===== config.mk =====
export PLATFORM = sky130hd
export DESIGN_NAME = fill_supply_arbiter
export DESIGN_NICKNAME = d
export VERILOG_FILES = /design/src/rtl/awmc_pkg.sv /design/src/rtl/fill_supply_arbiter_rr_pick.sv /design/src/rtl/fill_supply_arbiter.sv
export SDC_FILE = /design/constraint.sdc
export NUM_CORES = 1
export LEC_CHECK = 0
export ABC_AREA = 0
export CAP_MARGIN = 20
export CORE_MARGIN = 5
export CORE_UTILIZATION = 55
export DETAILED_ROUTE_END_ITERATION = 12
export PLACE_DENSITY = 0.78
export SYNTH_ARGS = -nofsm -noshare
export SYNTH_HDL_FRONTEND = slang
export SYNTH_SLANG_ARGS = --single-unit

===== constraint.sdc =====
create_clock -name clk -period 4.7 [get_ports clk]
set_input_delay 0.705 -clock clk [delete_from_list [all_inputs] [get_ports clk]]
set_output_delay 0.705 -clock clk [all_outputs]
set_load 0.03 [all_outputs]

===== src/rtl/awmc_pkg.sv =====
// Shared package for the washing-machine controller codebase.
// Purpose: supply-arbiter state encoding, default parameter constants and the
//          per-machine controller stage codes, so every block agrees on them.
// Contents:
//   arb_state_e   - supply arbiter states (IDLE / GRANT / GAP)
//   wash_stage_e  - stage codes used by the per-machine wash controller
//   DEFAULT_*     - default arbiter parameters
//   wrap_inc      - modulo increment helper for round-robin indices
package awmc_pkg;

  // Supply arbiter state encoding. The codes are fixed so that state can be
  // observed on debug buses with a stable meaning.
  typedef enum logic [1:0] {
    IDLE  = 2'b00,
    GRANT = 2'b01,
    GAP   = 2'b10
  } arb_state_e;

  // Stage codes of the per-machine wash controller.
  typedef enum logic [2:0] {
    STAGE_IDLE  = 3'd0,
    STAGE_FILL  = 3'd1,
    STAGE_WASH  = 3'd2,
    STAGE_DRAIN = 3'd3,
    STAGE_RINSE = 3'd4,
    STAGE_SPIN  = 3'd5,
    STAGE_DONE  = 3'd6,
    STAGE_FAULT = 3'd7
  } wash_stage_e;

  localparam int DEFAULT_N_MACHINES  = 4;
  localparam int DEFAULT_SLOT_CYCLES = 8;
  localparam int DEFAULT_GAP_CYCLES  = 1;

  // Increment an index modulo n (n need not be a power of two).
  function automatic int wrap_inc(input int v, input int n);
    return (v + 1 >= n) ? 0 : v + 1;
  endfunction

endpackage


===== src/rtl/fill_supply_arbiter_rr_pick.sv =====
// rr_pick: combinational round-robin picker.
// Purpose: find the first set bit of req searching upward from ptr and
//          wrapping modulo N.
// Ports:
//   req   [N-1:0]   - request vector
//   ptr   [ID_W-1:0]- search start index (0..N-1)
//   valid           - at least one request bit is set
//   idx   [ID_W-1:0]- picked index (0 when !valid)
module rr_pick #(
  parameter int N    = 4,
  parameter int ID_W = (N > 1) ? $clog2(N) : 1
) (
  input  logic [N-1:0]    req,
  input  logic [ID_W-1:0] ptr,
  output logic            valid,
  output logic [ID_W-1:0] idx
);

  // One extra bit so ptr+k (at most 2N-2) never overflows before wrapping.
  logic [ID_W:0] pos;

  // Walk offsets from farthest to nearest so the nearest hit is the last
  // assignment and therefore wins.
  always_comb begin
    valid = 1'b0;
    idx   = '0;
    pos   = '0;
    for (int k = N - 1; k >= 0; k--) begin
      pos = {1'b0, ptr} + (ID_W + 1)'(k);
      if (pos >= (ID_W + 1)'(N)) begin
        pos = pos - (ID_W + 1)'(N);
      end
      if (req[pos[ID_W-1:0]]) begin
        valid = 1'b1;
        idx   = pos[ID_W-1:0];
      end
    end
  end

endmodule


===== src/rtl/fill_supply_arbiter.sv =====
// fill_supply_arbiter: round-robin arbiter sharing one building water-supply
// line among N_MACHINES washing-machine controllers.
// Purpose: grant one machine at a time, cap a slot at SLOT_CYCLES when others
//          wait, insert a GAP_CYCLES valve-changeover gap between owners and
//          drive the master supply valve.
// Ports:
//   clk          - clock, all state changes on the rising edge
//   reset        - asynchronous, active-high reset; closes all valves at once
//   req          - level request per machine
//   grant        - registered branch-valve enables, one-hot or zero
//   supply_valve - registered master valve, always equal to |grant
//   active_id    - index of the current or last owner
//   busy         - arbiter is not idle
//   preempt      - one-cycle pulse when a slot ends by expiry
module fill_supply_arbiter
  import awmc_pkg::*;
#(
  parameter int N_MACHINES  = DEFAULT_N_MACHINES,
  parameter int SLOT_CYCLES = DEFAULT_SLOT_CYCLES,
  parameter int GAP_CYCLES  = DEFAULT_GAP_CYCLES,
  parameter int ID_W        = (N_MACHINES > 1) ? $clog2(N_MACHINES) : 1
) (
  input  logic                  clk,
  input  logic                  reset,
  input  logic [N_MACHINES-1:0] req,
  output logic [N_MACHINES-1:0] grant,
  output logic                  supply_valve,
  output logic [ID_W-1:0]       active_id,
  output logic                  busy,
  output logic                  preempt
);

  localparam int SLOT_W = (SLOT_CYCLES > 1) ? $clog2(SLOT_CYCLES) : 1;
  localparam int GAP_W  = (GAP_CYCLES > 1) ? $clog2(GAP_CYCLES) : 1;

  arb_state_e       state;
  logic [ID_W-1:0]  owner;
  logic [ID_W-1:0]  ptr;
  logic [SLOT_W-1:0] slot_cnt;
  logic [GAP_W-1:0] gap_cnt;

  logic                  pick_valid;
  logic [ID_W-1:0]       pick_idx;
  logic [N_MACHINES-1:0] others;
  logic                  other_pending;
  logic                  slot_last;
  logic                  gap_last;
  logic [ID_W-1:0]       next_ptr;

  // Requests from everyone except the current owner; decides whether an
  // expiring slot is preempted or silently renewed.
  generate
    for (genvar gi = 0; gi < N_MACHINES; gi++) begin : g_others
      assign others[gi] = req[gi] & (owner != ID_W'(gi));
    end
  endgenerate

  assign other_pending = |others;

  rr_pick #(
    .N    (N_MACHINES),
    .ID_W (ID_W)
  ) u_pick (
    .req   (req),
    .ptr   (ptr),
    .valid (pick_valid),
    .idx   (pick_idx)
  );

  assign slot_last = (slot_cnt == SLOT_W'(SLOT_CYCLES - 1));
  assign gap_last  = (gap_cnt == GAP_W'(GAP_CYCLES - 1));
  assign next_ptr  = (owner == ID_W'(N_MACHINES - 1)) ? '0 : owner + ID_W'(1);

  // owner doubles as "last owner", which is exactly what active_id reports.
  assign active_id = owner;
  // Derived from the state register so it also drops the moment reset hits.
  assign busy      = (state != IDLE);

  function automatic logic [N_MACHINES-1:0] onehot(input logic [ID_W-1:0] i);
    logic [N_MACHINES-1:0] oh;
    oh    = '0;
    oh[i] = 1'b1;
    return oh;
  endfunction

  always_ff @(posedge clk or posedge reset) begin
    if (reset) begin
      state        <= IDLE;
      owner        <= '0;
      ptr          <= '0;
      slot_cnt     <= '0;
      gap_cnt      <= '0;
      grant        <= '0;
      supply_valve <= 1'b0;
      preempt      <= 1'b0;
    end else begin
      preempt <= 1'b0;
      case (state)
        IDLE: begin
          if (pick_valid) begin
            owner        <= pick_idx;
            slot_cnt     <= '0;
            grant        <= onehot(pick_idx);
            supply_valve <= 1'b1;
            state        <= GRANT;
          end
        end

        GRANT: begin
          if (!req[owner]) begin
            // Release wins over expiry: no pulse, pointer still moves on.
            state        <= GAP;
            gap_cnt      <= '0;
            ptr          <= next_ptr;
            grant        <= '0;
            supply_valve <= 1'b0;
          end else if (slot_last && other_pending) begin
            state        <= GAP;
            gap_cnt      <= '0;
            ptr          <= next_ptr;
            grant        <= '0;
            supply_valve <= 1'b0;
            preempt      <= 1'b1;
          end else if (slot_last) begin
            // Nobody else waiting: renew without closing the valve.
            slot_cnt <= '0;
          end else begin
            slot_cnt <= slot_cnt + SLOT_W'(1);
          end
        end

        GAP: begin
          // Requests are only looked at on the exit edge of the gap.
          if (gap_last) begin
            gap_cnt <= '0;
            if (pick_valid) begin
              owner        <= pick_idx;
              slot_cnt     <= '0;
              grant        <= onehot(pick_idx);
              supply_valve <= 1'b1;
              state        <= GRANT;
            end else begin
              state <= IDLE;
            end
          end else begin
            gap_cnt <= gap_cnt + GAP_W'(1);
          end
        end

        default: begin
          state        <= IDLE;
          grant        <= '0;
          supply_valve <= 1'b0;
        end
      endcase
    end
  end

endmodule


# [Yosys cells after proc, flatten, opt, wreduce, memory -nomap -nowiden]
# Index checks and enable logic that the tools add are counted.
[word_totals] register_bits=16 in_bits=6 out_inout_bits=9 wordCells=118
[op_classes] n_addsub=10 n_lt_le_gt_ge=11 eq_ne=13 muxes=57 n_bitwise=4 n_reduce_logical=15
[ops] cell="2-bit two-way mux" n=17
[ops] cell="1-bit two-way mux" n=19
[ops] cell="2-bit by 3-bit less-than comparator with 1-bit output, second input constant" n=6
[ops] cell="4-bit two-way mux" n=4
[ops] cell="3-bit two-way mux" n=5
[ops] cell="2-bit inequality test, second input constant" n=6
[ops] cell="4-bit case mux with 3 select lines" n=1
[ops] cell="1-bit binary-select mux with 2-bit select" n=5
[ops] cell="3-bit greater-or-equal comparator, second input constant" n=3
[ops] cell="3-bit case mux with 3 select lines" n=1
[ops] cell="2-bit AND reduction" n=4
[ops] cell="2-bit nonzero test" n=4
[ops] cell="2-bit by 1-bit subtractor with 2-bit output, second input constant" n=4
[ops] cell="2-bit by 2-bit adder with 3-bit output, second input constant" n=2
[ops] cell="2-bit case mux with 3 select lines" n=1
[ops] cell="1-bit AND" n=4
[ops] cell="2-bit == test, second input constant" n=2
[ops] cell="2-bit by 1-bit inequality test with 1-bit output, second input constant" n=2
[ops] cell="2-bit case mux with 2 select lines" n=1
[ops] cell="4-bit AND reduction" n=1
[ops] cell="4-bit OR reduction" n=1
[ops] cell="2-bit by 1-bit adder with 3-bit output, second input constant" n=1
[ops] cell="3-bit by 1-bit adder with 3-bit output, second input constant" n=1
[ops] cell="3-bit == test, second input constant" n=1
[ops] cell="other kinds (13)" n=14

# [Longest topological paths before layout]
# Gate-level depths: netlist (run 1).
[depth] depth_word=16 mapped_depth=6 mapped_depth_nobuf=6

# [Cells and area by module]
# Synthesis (run 1) repeated with hierarchy kept, for this count alone.
[hier_totals] cells_unflattened=90 hier_area_um2=918.4
[by_module_without_submodules] mod="fill_supply_arbiter" n_inst=1 cells_per_inst=77 area_per_inst_um2=840.8 seq_area_each_um2=375.4
[by_module_without_submodules] mod="rr_pick" n_inst=1 cells_per_inst=13 area_per_inst_um2=77.6 seq_area_each_um2=0.0

# [Least setup slack after synthesis (run 1)]
# OpenSTA, ideal clock, no wires.
[synth_path] path_kind="register to register" from="reg owner[0] (netlist: active_id[0])" to="reg ptr[0]" setup_time_ns=0.127 arrival_ns=1.891 required_time_ns=4.573 setup_slack_ns=2.682 path_stages_with_launch=7 n_path_buf=0 period_less_slack_ns=2.018 cell_sequence="dfrtp_1 inv_1 ha_1 nor2b_1 o41ai_4 a31o_2 mux2_1"
[synth_via] elab_chain_len=6 word_cells_on_any_way=19 classes_between="add/sub (1); eq/ne (5); mux (5); bitwise (4); reduce/logical (4)"
[synth_rtl] element="start: declaration" line="fill_supply_arbiter.sv:37" text="logic [ID_W-1:0] owner;"
[synth_rtl] element="start signal: assignment" line="fill_supply_arbiter.sv:101" text="owner <= pick_idx;"
[synth_rtl] element="start signal: assignment" line="fill_supply_arbiter.sv:137" text="owner <= pick_idx;"
[synth_rtl] element="2-bit by 1-bit inequality test with 1-bit output (tied with other cells)" line="fill_supply_arbiter.sv:54" text="assign others[gi] = req[gi] & (owner != ID_W'(gi));"
[synth_rtl] element="1-bit AND" line="fill_supply_arbiter.sv:54"
[synth_rtl] element="4-bit OR reduction" line="fill_supply_arbiter.sv:58" text="assign other_pending = |others;"
[synth_rtl] element="1-bit logical AND" line="fill_supply_arbiter.sv:117" text="end else if (slot_last && other_pending) begin"
[synth_rtl] element="2-bit by 1-bit inequality test with 1-bit output (no line)"
[synth_rtl] element="2-bit AND reduction (no line)"
[synth_rtl] element="end signal: assignment" line="fill_supply_arbiter.sv:114" text="ptr <= next_ptr;"
[synth_rtl] element="end signal: assignment" line="fill_supply_arbiter.sv:120" text="ptr <= next_ptr;"
[synth_rtl] element="end: declaration" line="fill_supply_arbiter.sv:38" text="logic [ID_W-1:0] ptr;"
# Parallel ways exist; a longest one is shown, timed or not. The select of a mux whose other input is x is not followed.
# A chain may end at the register's enable or synchronous reset.

# [Worst setup path in the final report (run 1)]
[layout_path] from="in req[1]" to="reg ptr[1]"
[layout_via] elab_chain_len=5 word_cells_on_any_way=8 classes_between="eq/ne (1); mux (3); bitwise (1); reduce/logical (3)"
[layout_rtl] element="start: declaration" line="fill_supply_arbiter.sv:25" text="input logic [N_MACHINES-1:0] req,"
[layout_rtl] element="1-bit AND" line="fill_supply_arbiter.sv:54"
[layout_rtl] element="4-bit OR reduction" line="fill_supply_arbiter.sv:58"
[layout_rtl] element="1-bit logical AND" line="fill_supply_arbiter.sv:117"
[layout_rtl] element="2-bit by 1-bit inequality test with 1-bit output (no line)"
[layout_rtl] element="2-bit AND reduction (no line)"
# Parallel ways exist; a longest one is shown, timed or not. The select of a mux whose other input is x is not followed.

==> metrics list, run 1 <==
- The critical path ends at ptr[1].
- The first global-routing pass estimated 2990 um of wire.
- Grouping stages by cell kind, the critical path spends the most delay in compound AO/OA/AOI/OAI gates.
- Maximum clock rate: approximately 430 MHz
- The longest clock path from root to sink contains 2 buffers.
* Area taken by flip-flops and latches: about 380 sq um
- TritonCTS built the clock tree.
- Fraction of final layout cells with drive strength greater than 1: ~8.7%
- Reg-to-reg setup timing slack: between 2 and 3 ns
- Yosys printed 0 warnings.
- Pre-CTS setup slack: around 2.1 ns
- The number of max-slew violations in the final report was 0.
- Counting flops with a built-in enable in the synthesized netlist gives 0.
- In this run, synthesis produced a sequential element count of 15.
* Endpoint of the worst-slack reg-to-reg timing path: ptr[1]
* Leading cell type in the layout, fill and taps excluded: dfrtp_1
* Count of buffers inserted at the top-level ports: 14
* Worst-case setup margin in the final layout: around 2.4 ns
- Detailed-placement wirelength estimate: roughly 1300 um
- Maximum level of the CTS H-tree: 1
- The startpoint identified for the worst register-to-register timing path is active_id[1].
- Setup repair after global routing missed its margin: false
* Measured slew at the worst slew-check pin: between 0.5 and 0.6 ns
- At the worst endpoint, the arrival time is 2.51 ns.
- Detailed-router iteration count before antenna repair: 3
- In this run, the number of DRC markers left after iteration 0 of detailed routing was 5.
* CP Max Fanout: 7
- Initial antenna violation count: 0
- In the final routed layout, each cell accounts on average for between 10 and 15 um.
- Crit path capture type: flip-flop
- Area of the core region: ~0.0015 sq mm
* Inserted Clock Buffers: 3
* Nets in the synthesized netlist: 97
* Commonest cells after routing, fill and taps aside: 15 x dfrtp_1, 14 x clkdlybuf4s50_1, 10 x inv_1, 7 x nor2b_1
- Via/cell ratio: around 5.3
* Via Count: about 630
* Final routed wirelength across all metal layers: ~1700 um
- Shortest clock period the worst path allows after layout: about 2.3 ns
- Tracing the worst setup path back leads to its startpoint at req[1].
- Starting utilization of the core area: roughly three fifths
* Vias in the first global route: 667
- The die is 50.0 um tall.
- Share of the yosys chip area belonging to registers: roughly 43%
- Buffers added to address setup during post-CTS repair amount to 0.
- Setup violations remaining at the end of the flow were counted as 0.
* Worst reg2reg path depth: 6
- Relative to the synthesized area, the layout overhead comes to 21.1%.
* Number of logic stages on the critical path including buffering: 5
* Kind of start point of the critical path: primary input
* Last weighted congestion value of the routability-driven placer: between 0.7 and 0.8
- Skew-Pair Late Insertion Delay: around 0.27 ns
* Crit Path Class: in2reg
* Filler Cells Inserted: 114
* Relative slew slack: ~65%
- Mean cell area of the mapped netlist: 10.4 sq um
- Final period util: 50.0%
* Remaining DRCs: 0
- The number of antenna diodes in the final layout is 0.
* Outcome: completed
* Number of nets in the layout: about 120
- Count of standard-cell rows: 14
- The count of endpoints failing hold in the final timing report is 0.
- Master cell of the clock root buffer: clkbuf_4
- Power Density: approximately 630 mW/mm^2
* Pin count of the biggest net entering global routing: 16
- Across the run, the number of max-cap violations was 0.
- Crit-path cells: clkdlybuf4s50_1 > nor2b_1 > o41ai_4 > a31o_2 > mux2_1
- Ys flop type: dfrtp_1
- Horiz. Die Dim: about 50 um
* Share of synthesized flip-flops with an asynchronous set or reset: between 90% and 100%
* Count of cells resized by post-cts repair: 0
- Buffers and inverters on the worst path: 1
* Required time reported for the critical path endpoint: a little under 5 ns
- Number of unique standard cell types used by synthesis: 28
- The min-delay analysis places its worst path in the category reg2reg.
- Antenna violation net count after detailed routing: 0
- Fin Hold WS: 0.506 ns
- Total Negative Setup Slacks: 0 ns
- Worst clock skew: 0.00260 ns
* Clock edge transition at the registers on the reported setup and hold paths: 0.08 ns
- Post-synthesis cell area: between 800 and 900 sq um
- Number of placed I/O pins: 15
- Summed over all layers, the global routing overflow is 0.
* Static power due to leakage: a little under 0.5 nW
- VDD sags by at most between 0.3 and 0.4 mV.
- In the final layout, the multi-input gates occupy 465 sq um.
- Buffers inserted to repair hold after CTS numbered 0.
* Area of the die: ~0.0025 sq mm
* TritonCTS Sinks: 15
- The largest single stage delay on the critical path is approximately 0.52 ns.
* Global-route total usage across every layer: 15.1%
- The cell count after synthesis came out at 85.
- For this design, the slowest cell found on the critical path is clkdlybuf4s50_1.
-- cells in the mapped netlist, drive strengths merged, types with 3 or more instances --
cell | n | area share (%)
ha | 6 | 8.5
mux2i | 3 | 3.4
nor2b | 7 | 5.0
dfrtp | 15 | 43
inv | 11 | 4.7
a21oi | 4 | 2.7
nand2b | 5 | 3.5
nor2 | 6 | 2.6
o22ai | 4 | 3.5
nand2 | 3 | 1.3
mux2 | 5 | 6.4
-- final cells by class --
cell class	count	share of cell area [%]
Timing Repair Buffer	14	13.1
Clock buffer	4	2.46
Tap cell	16	1.87
Inverter	11	3.86
Sequential cell	15	35.1
Multi-Input combinational cell	59	43.6
-- power by group --
| part | switching [W] | internal, W |
|---|---|---|
| logic | 0.000208 | 0.000163 |
| clock network | 0.0000354 | 0.0000328 |
| registers | 0.0000540 | 0.000182 |
-- worst min-delay path by stage --
stage	start	end	slack [ns]	cells after the start
after global placement	slot_cnt[1]	slot_cnt[1]	0.48	1
after global routing	grant[0]	grant[0]	0.54	2
after floorplan	slot_cnt[1]	slot_cnt[1]	0.47	1
after CTS	slot_cnt[1]	slot_cnt[1]	0.51	1
after detailed placement	slot_cnt[1]	slot_cnt[1]	0.49	1
final	slot_cnt[1]	slot_cnt[1]	0.51	1
-- registers in the layout, indices dropped and copies added, names as in the netlist --
| signal | flops |
|---|---|
| grant | 4 |
| slot_cnt | 3 |
| active_id | 2 |
| ptr | 2 |
| state | 2 |
| preempt | 1 |
| supply_valve | 1 |
-- worst register-to-register path: stages, from the launching register on --
cell	delay (ns)
dfrtp_1	0.46
inv_1	0.16
ha_1	0.16
nor2b_1	0.06
o41ai_4	0.49
a31o_2	0.27
mux2_1	0.33
-- stage by stage --
stage | instances | area [sq um] | util [%] | power, W
6_report | 119 | 1070 | 70.9 | 0.000675
2_1_floorplan | 85 | 882 | - | 0.000488
3_3_place_gp | 115 | 1040 | 69.2 | 0.000602
5_1_grt | 119 | 1070 | 70.9 | 0.000729
4_1_cts | 119 | 1070 | 70.9 | 0.000681
3_5_place_dp | 115 | 1040 | 69.2 | 0.000610
-- cell families after synthesis --
logic type / count (synthesis) / share of synthesized area, %
DFF: 15 / 42.6
adders and majority gates: 6 / 8.51
buffers and inverters: 11 / 4.68
AOI/OAI and AO/OA: 18 / 17.6
muxes: 8 / 9.79
and+or+nand+nor: 27 / 16.9
-- per-layer routing --
metal	track usage, %	routed length [um]
met1	19.9	797
met2	23.0	790
met5	0	0
met4	6.55	18
met3	3.61	70
Power figures use the tool's default switching activity.
==> run 2, diff against run 1 <==
Settings changed: CORE_UTILIZATION 55 to 46, PLACE_DENSITY 0.78 to 0.7.
Clock period 4.7 ns to 1.91 ns, I/O delays scaled along.
==> metrics list, run 2 (synthesis results as in run 1) <==
- Maximum level of the CTS H-tree: 1 (unchanged)
- The number of global-route vias before repair was 693 (+3.9%).
- The area growth from synthesis to layout is 35.6%.
- The clock insertion delay at the later pin of the skew report came to 0.27 ns (about the same).
* Type of the tightest min-delay check: in2async
* Initial antenna violation count: 0 (unchanged)
- The DRC marker count from the first detailed-route iteration is 2 (-3).
* Clock edge transition at the registers on the reported setup and hold paths: 0.08 ns (about the same)
* Data arrival time at the worst-slack endpoint: 1.99 ns (-0.52 ns)
- Most flop-heavy register: grant
- The power density over cell area came to 1500 mW/mm^2 (+140%).
- The worst path uses 95.6% of the clock period.
* Outcome: completed
- Derived from the worst setup path, the maximum achievable clock frequency is between 500 and 600 MHz.
* Pins Over Slew Limit: 0 (unchanged)
- The remaining global-route overflow was 0 (unchanged).
- STA classifies the critical path startpoint as a primary input.
* Starting utilization of the core area: 49.5% (-9.1 points)
- The quantity of I/O buffers inserted on ports came to 14 (unchanged).
* Pin count of the biggest net entering global routing: 16 (unchanged)
* Commonest cells after routing, fill and taps aside: 14 x buf_4, 13 x dfrtp_1, 13 x clkdlybuf4s50_1, 8 x inv_1
- Design Power: 0.00179 W (+170%)
- The aggregate global-route resource usage is 14.8% (-0.23 points).
* Flip-flop count of the largest register after layout: 4 (unchanged)
- Endpoints failing setup: 0 (unchanged)
* Remaining DRCs: 0 (unchanged)
* Routed WL per cell: 12.8 um (-9.1%)
- Final routed wirelength across all metal layers: 1820 um (+8.5%)
- The critical path is of the in2reg type.
- First-pass GRT wire length: 3110 um (+4.0%)
- In the final layout, the registers with the most flip-flops are grant x4, slot_cnt x3.
- Floorplan die height: 53.8 um (+7.5%)
- The count of hold buffers inserted by post-cts repair came to 0 (unchanged).
- The number of antenna cells inserted came to 0 (unchanged).
- Horiz. Die Dim: 53.8 um (+7.5%)
- Leaving out fill and tap cells, the most frequent cell in the layout is buf_4.
- The count of endpoints failing hold in the final timing report was 0 (unchanged).
* Last weighted congestion value of the routability-driven placer: 0.749 (+0.89%)
- Shortest clock period the worst path allows after layout: 1.83 ns
* Area of the die: 0.00289 sq mm (+16%)
* Fraction of final layout cells with drive strength greater than 1: 23.9% (+15 points)
- Worst-case setup margin in the final layout: 0.0836 ns (-2.27 ns)
* Max Buffers Root-to-Sink: 2 (unchanged)
* Detailed-placement wirelength estimate: 1430 um (+6.3%)
* Number of nets in the layout: 130 (+12%)
- Worst flop-to-flop path startpoint: active_id[0]
- Worst-case vdd ir drop: 0.858 mV (+130%)
- Master cell of the clock root buffer: clkbuf_4
- The total number of placement rows came to 15 (+1).
- In this run the worst setup path begins at req[2].
* Detailed-router iteration count before antenna repair: 2 (-1)
* Worst clock skew: 0.00438 ns (+0.00178 ns)
- The minimum hold slack came to 0.351 ns (-0.155 ns).
- Crit path capture type: flip-flop
* Measured slew at the worst slew-check pin: 0.553 ns (+0.0248 ns)
- The routed via count divided by cell count was 4.98 (-6.5%).
- Number of placed I/O pins: 15 (unchanged)
- The required arrival time at the worst endpoint came to 2.07 ns (-2.79 ns).
- Relative slew slack: 63.1% (-1.7 points)
* Pre-CTS setup slack: -0.158 ns (-2.25 ns)
* Static power due to leakage: 0.552 nW (+13%)
- Max-capacitance violation count: 0 (unchanged)
* Inserted Clock Buffers: 3 (unchanged)
- The total number of vias was 707 (+12%).
* Area of the core region: 0.00178 sq mm (+18%)
* TritonCTS Sinks: 15 (unchanged)
* CP Max Fanout: 4 (-3)
- Antenna violation net count after detailed routing: 0 (unchanged)
* CTS tree: built
-- run 2: worst paths after layout --
kind | end | slack, ns | cells after the start
hold reg to reg | slot_cnt[1] | 0.51 | 1
setup / recovery | slot_cnt[2] | 0.08 | 6
hold / removal | supply_valve | 0.35 | 2
max in group asynchronous | active_id[0] | 1.16 | 2
setup reg to reg | slot_cnt[2] | 0.11 | 7
min in group clk | slot_cnt[1] | 0.51 | 1
-- run 2: per-stage QoR --
stage	setup TNS (ns)	utilization (%)	instance area, sq um	std cells
detailed placement	-0.519	64.3	1150	136
finish	0	67.1	1200	142
global placement	-0.371	64.3	1150	136
global route	-0.00373	67.1	1200	142
CTS	0	65.7	1170	140
floorplan	0	-	885	85
-- run 2: power breakdown --
| group | switching, W | internal, W |
|---|---|---|
| Combinational | 0.000553 | 0.000490 |
| Clock | 0.0000909 | 0.0000808 |
| Sequential | 0.000122 | 0.000453 |
| Total | 0.000765 | 0.00102 |
-- run 2: per-layer routing --
layer	GRT usage (%)	part of all wire, %
met3	3.32	5.3
met1	21.7	49
met2	21.2	44
met5	0	0
met4	5.11	1.3
-- run 2: worst max-delay path: stages --
cell	delay (ns)
clkdlybuf4s50_1	0.42
buf_4	0.15
nor4_1	0.42
nor2_1	0.16
a21oi_4	0.20
mux2_1	0.34
-- run 2: final cells by class --
class                      count  area, sq um
inverter                      11         41.3
fill                         144          587
clock buffer                   4         26.3
timing repair buffer          28          244
sequential                    15          378
multi-input combinational     59          475
tap                           25         31.3
-- run 2: repair_timing --
action,CTS,global route
hold endpoints to repair,0,0
setup endpoints to repair,1,3
resized for setup,1,2
setup buffers,0,2
==> run 3, diff against run 2 <==
Settings changed: CAP_MARGIN 20 to default, CORE_MARGIN 5 to 3.
==> metrics list, run 3 (synthesis results as in run 1) <==
- The run finished with clean final reports.
- Max Buffers Root-to-Sink: 2 (unchanged)
- The number of placed instances, taps included was 137 (+0.74%).
- Kind of start point of the critical path: flip-flop
* Starting utilization of the core area: 50.0% (+0.53 points)
- In this run the worst hold path is classified as in2async.
- The number of design rule violations left after detail routing was 0 (unchanged).
* Critical path endpoint: slot_cnt[0]
* Measured slew at the worst slew-check pin: 0.551 ns (-0.00219 ns)
- Total Negative Setup Slacks: 0 ns (unchanged)
- First-pass GRT wire length: 3210 um (+3.3%)
- The routed via count divided by cell count was 5.07 (+1.8%).
- DR iter-0 viols: 9 (+7)
- The count of nets after finishing came to 130 (unchanged).
* Placed Instance Area: 0.00115 sq mm (+0.66%)
- Routed WL per cell: 12.5 um (-2.4%)
- Setup repair after global routing missed its margin: false
* Via Count: 720 (+1.8%)
- The maximum net fanout on the critical path came to 4 (unchanged).
* Endpoint of the worst-slack reg-to-reg timing path: slot_cnt[0]
* Leading cell type in the layout, fill and taps excluded: buf_4
* Initial antenna violation count: 0 (unchanged)
- The data arrival time at the worst-slack endpoint is 1.97 ns (-0.02 ns).
- The minimum hold slack came to 0.351 ns (-0.000271 ns).
* Most flop-heavy register: grant
- The worst-case setup slack after placement is -0.122 ns (+0.0361 ns).
* Count of buffers inserted at the top-level ports: 14 (unchanged)
- Traced cell by cell, the critical path runs through inv_2 > ha_1 > nor2b_1 > o41ai_4 > buf_4 > a21oi_4 > mux2_1.
- Among cell families on the critical path, the largest total delay comes from flip-flops.
- The clock insertion delay at the later pin of the skew report is 0.28 ns (about the same).
- Final Hold Violating Endpoints: 0 (unchanged)
- Max-capacitance violation count: 0 (unchanged)
* Number of logic stages on the critical path including buffering: 7 (+1)
- The tree is rooted in a clkbuf_4.
* Relative slew slack: 63.2% (+0.15 points)
- Floorplan die height: 49.8 um (-7.4%)
* Detailed-placement wirelength estimate: 1410 um (-1.5%)
* Required time reported for the critical path endpoint: 2.08 ns (about the same)
- Maximum clock rate: 554 MHz (+1.2%)
- The count of cells along the worst register-to-register path was 7 (unchanged).
- CTS tree: built
- Reg-to-reg setup timing slack: 0.11 ns (about the same)
- Number of diodes: 0 (unchanged)
* Worst-case vdd ir drop: 0.979 mV (+14%)
* Sum of overflow across all layers after global routing: 0 (unchanged)
- The overall die area came to 0.00248 sq mm (-14%).
* Area of all placed cells without fillers: 0.00119 sq mm (-0.10%)
- Count of standard-cell rows: 15 (unchanged)
* Shortest clock period the worst path allows after layout: 1.80 ns (-0.0214 ns)
* Static power due to leakage: 0.555 nW (+0.47%)
* Clock edge transition at the registers on the reported setup and hold paths: 0.09 ns (about the same)
- The number of non-filler instances in the completed layout came to 142 (unchanged).
- Vias in the first global route: 723 (+4.3%)
- The worst setup path is captured at a flip-flop.
* Worst-case setup margin in the final layout: 0.105 ns (+0.0214 ns)
- Timing startpoint of the critical path: active_id[0]
- The core area came to 0.00176 sq mm (-1.1%).
- The post-detailed-route count of antenna-violating nets was 0 (unchanged).
* Final routed wirelength across all metal layers: 1780 um (-2.4%)
- The aggregate global-route resource usage is 17.0% (+2.2 points).
- The setup clock skew after layout was 0.00230 ns (-0.00208 ns).
* Detailed-router iteration count before antenna repair: 4 (+2)
- Buffers and inverters on the worst path: 2 (unchanged)
- In the layout the commonest cells are 14 x buf_4, 13 x dfrtp_1, 13 x clkdlybuf4s50_1, 8 x inv_1, 7 x nor2b_1.
* Power Density: 1510 mW/mm^2 (+0.69%)
- Last weighted congestion value of the routability-driven placer: 0.758 (+1.2%)
* Flip-flop count of the largest register after layout: 4 (unchanged)
- The TritonCTS sink count is 15 (unchanged).
- Growth of design area from synthesis to finish: 35.5%
* Endpoints failing setup: 0 (unchanged)
* Crit path max-delay cell type: dfrtp_2
- The x dimension of the die is 49.8 um (-7.4%).
- Fraction of final layout cells with drive strength greater than 1: 23.9% (unchanged)
- The largest net degree at the start of global routing is 16 (unchanged).
- Final period util: 94.5% (-1.1 points)
- The critical path is of the reg2reg type.
* Inserted Clock Buffers: 3 (unchanged)
- The largest incremental delay on the critical path was 0.44 ns (+0.02 ns).
* Pins Over Slew Limit: 0 (unchanged)
- Largest registers ranked by flip-flop count: grant x4, slot_cnt x3
* Worst flop-to-flop path startpoint: active_id[0]
- Number of placed I/O pins: 15 (unchanged)
* Maximum level of the CTS H-tree: 1 (unchanged)
run 3: area by class of cell:
class                           count  area, sq um
Fill cell                         147          569
Multi-Input combinational cell     59          473
Sequential cell                    15          378
Timing Repair Buffer               28          244
Inverter                           11         41.3
Tap cell                           25         31.3
Clock buffer                        3         22.5
Clock inverter                      1         5.00
run 3: through the flow:
stage          util [%]  total power, W
3_3_place_gp       65.4         0.00159
6_report           67.7         0.00180
5_1_grt            67.7         0.00196
2_1_floorplan         -         0.00121
3_5_place_dp       65.4         0.00161
4_1_cts            66.9         0.00179
run 3: worst min-delay path by stage:
stage                     start  slack [ns]           to
floorplan                 reset        0.19     grant[0]
global placement    slot_cnt[1]        0.48  slot_cnt[1]
detailed placement  slot_cnt[1]        0.49  slot_cnt[1]
CTS                       reset        0.37     grant[3]
global route              reset        0.38     grant[0]
finish                    reset        0.35     grant[0]
run 3: worst register-to-register path, cell delays in order, from the launching register on:
cell and delay (ns):
dfrtp_2 0.44, inv_2 0.08, ha_1 0.15, nor2b_1 0.06, o41ai_4 0.37, buf_4 0.19, a21oi_4 0.07, mux2_1 0.32
run 3: what timing repair did:
action,CTS,global route
setup buffers,0,1
gates resized for setup,1,1
setup endpoints to repair,1,3
hold buffers,0,0
run 3: per-layer routing:
metal	share of wire, %	up-vias	global-route usage (%)
li1	-	361	-
met1	49	340	23.9
met2	46	14	24.9
met3	2.8	5	2.42
met4	2.5	0	9.68
met5	0	-	0
run 3: where the power goes:
group	internal (W)	switching, W	total [W]
clock	0.0000778	0.0000985	0.000176
combinational	0.000500	0.000554	0.00105
sequential	0.000453	0.000116	0.000569
total	0.00103	0.000769	0.00180
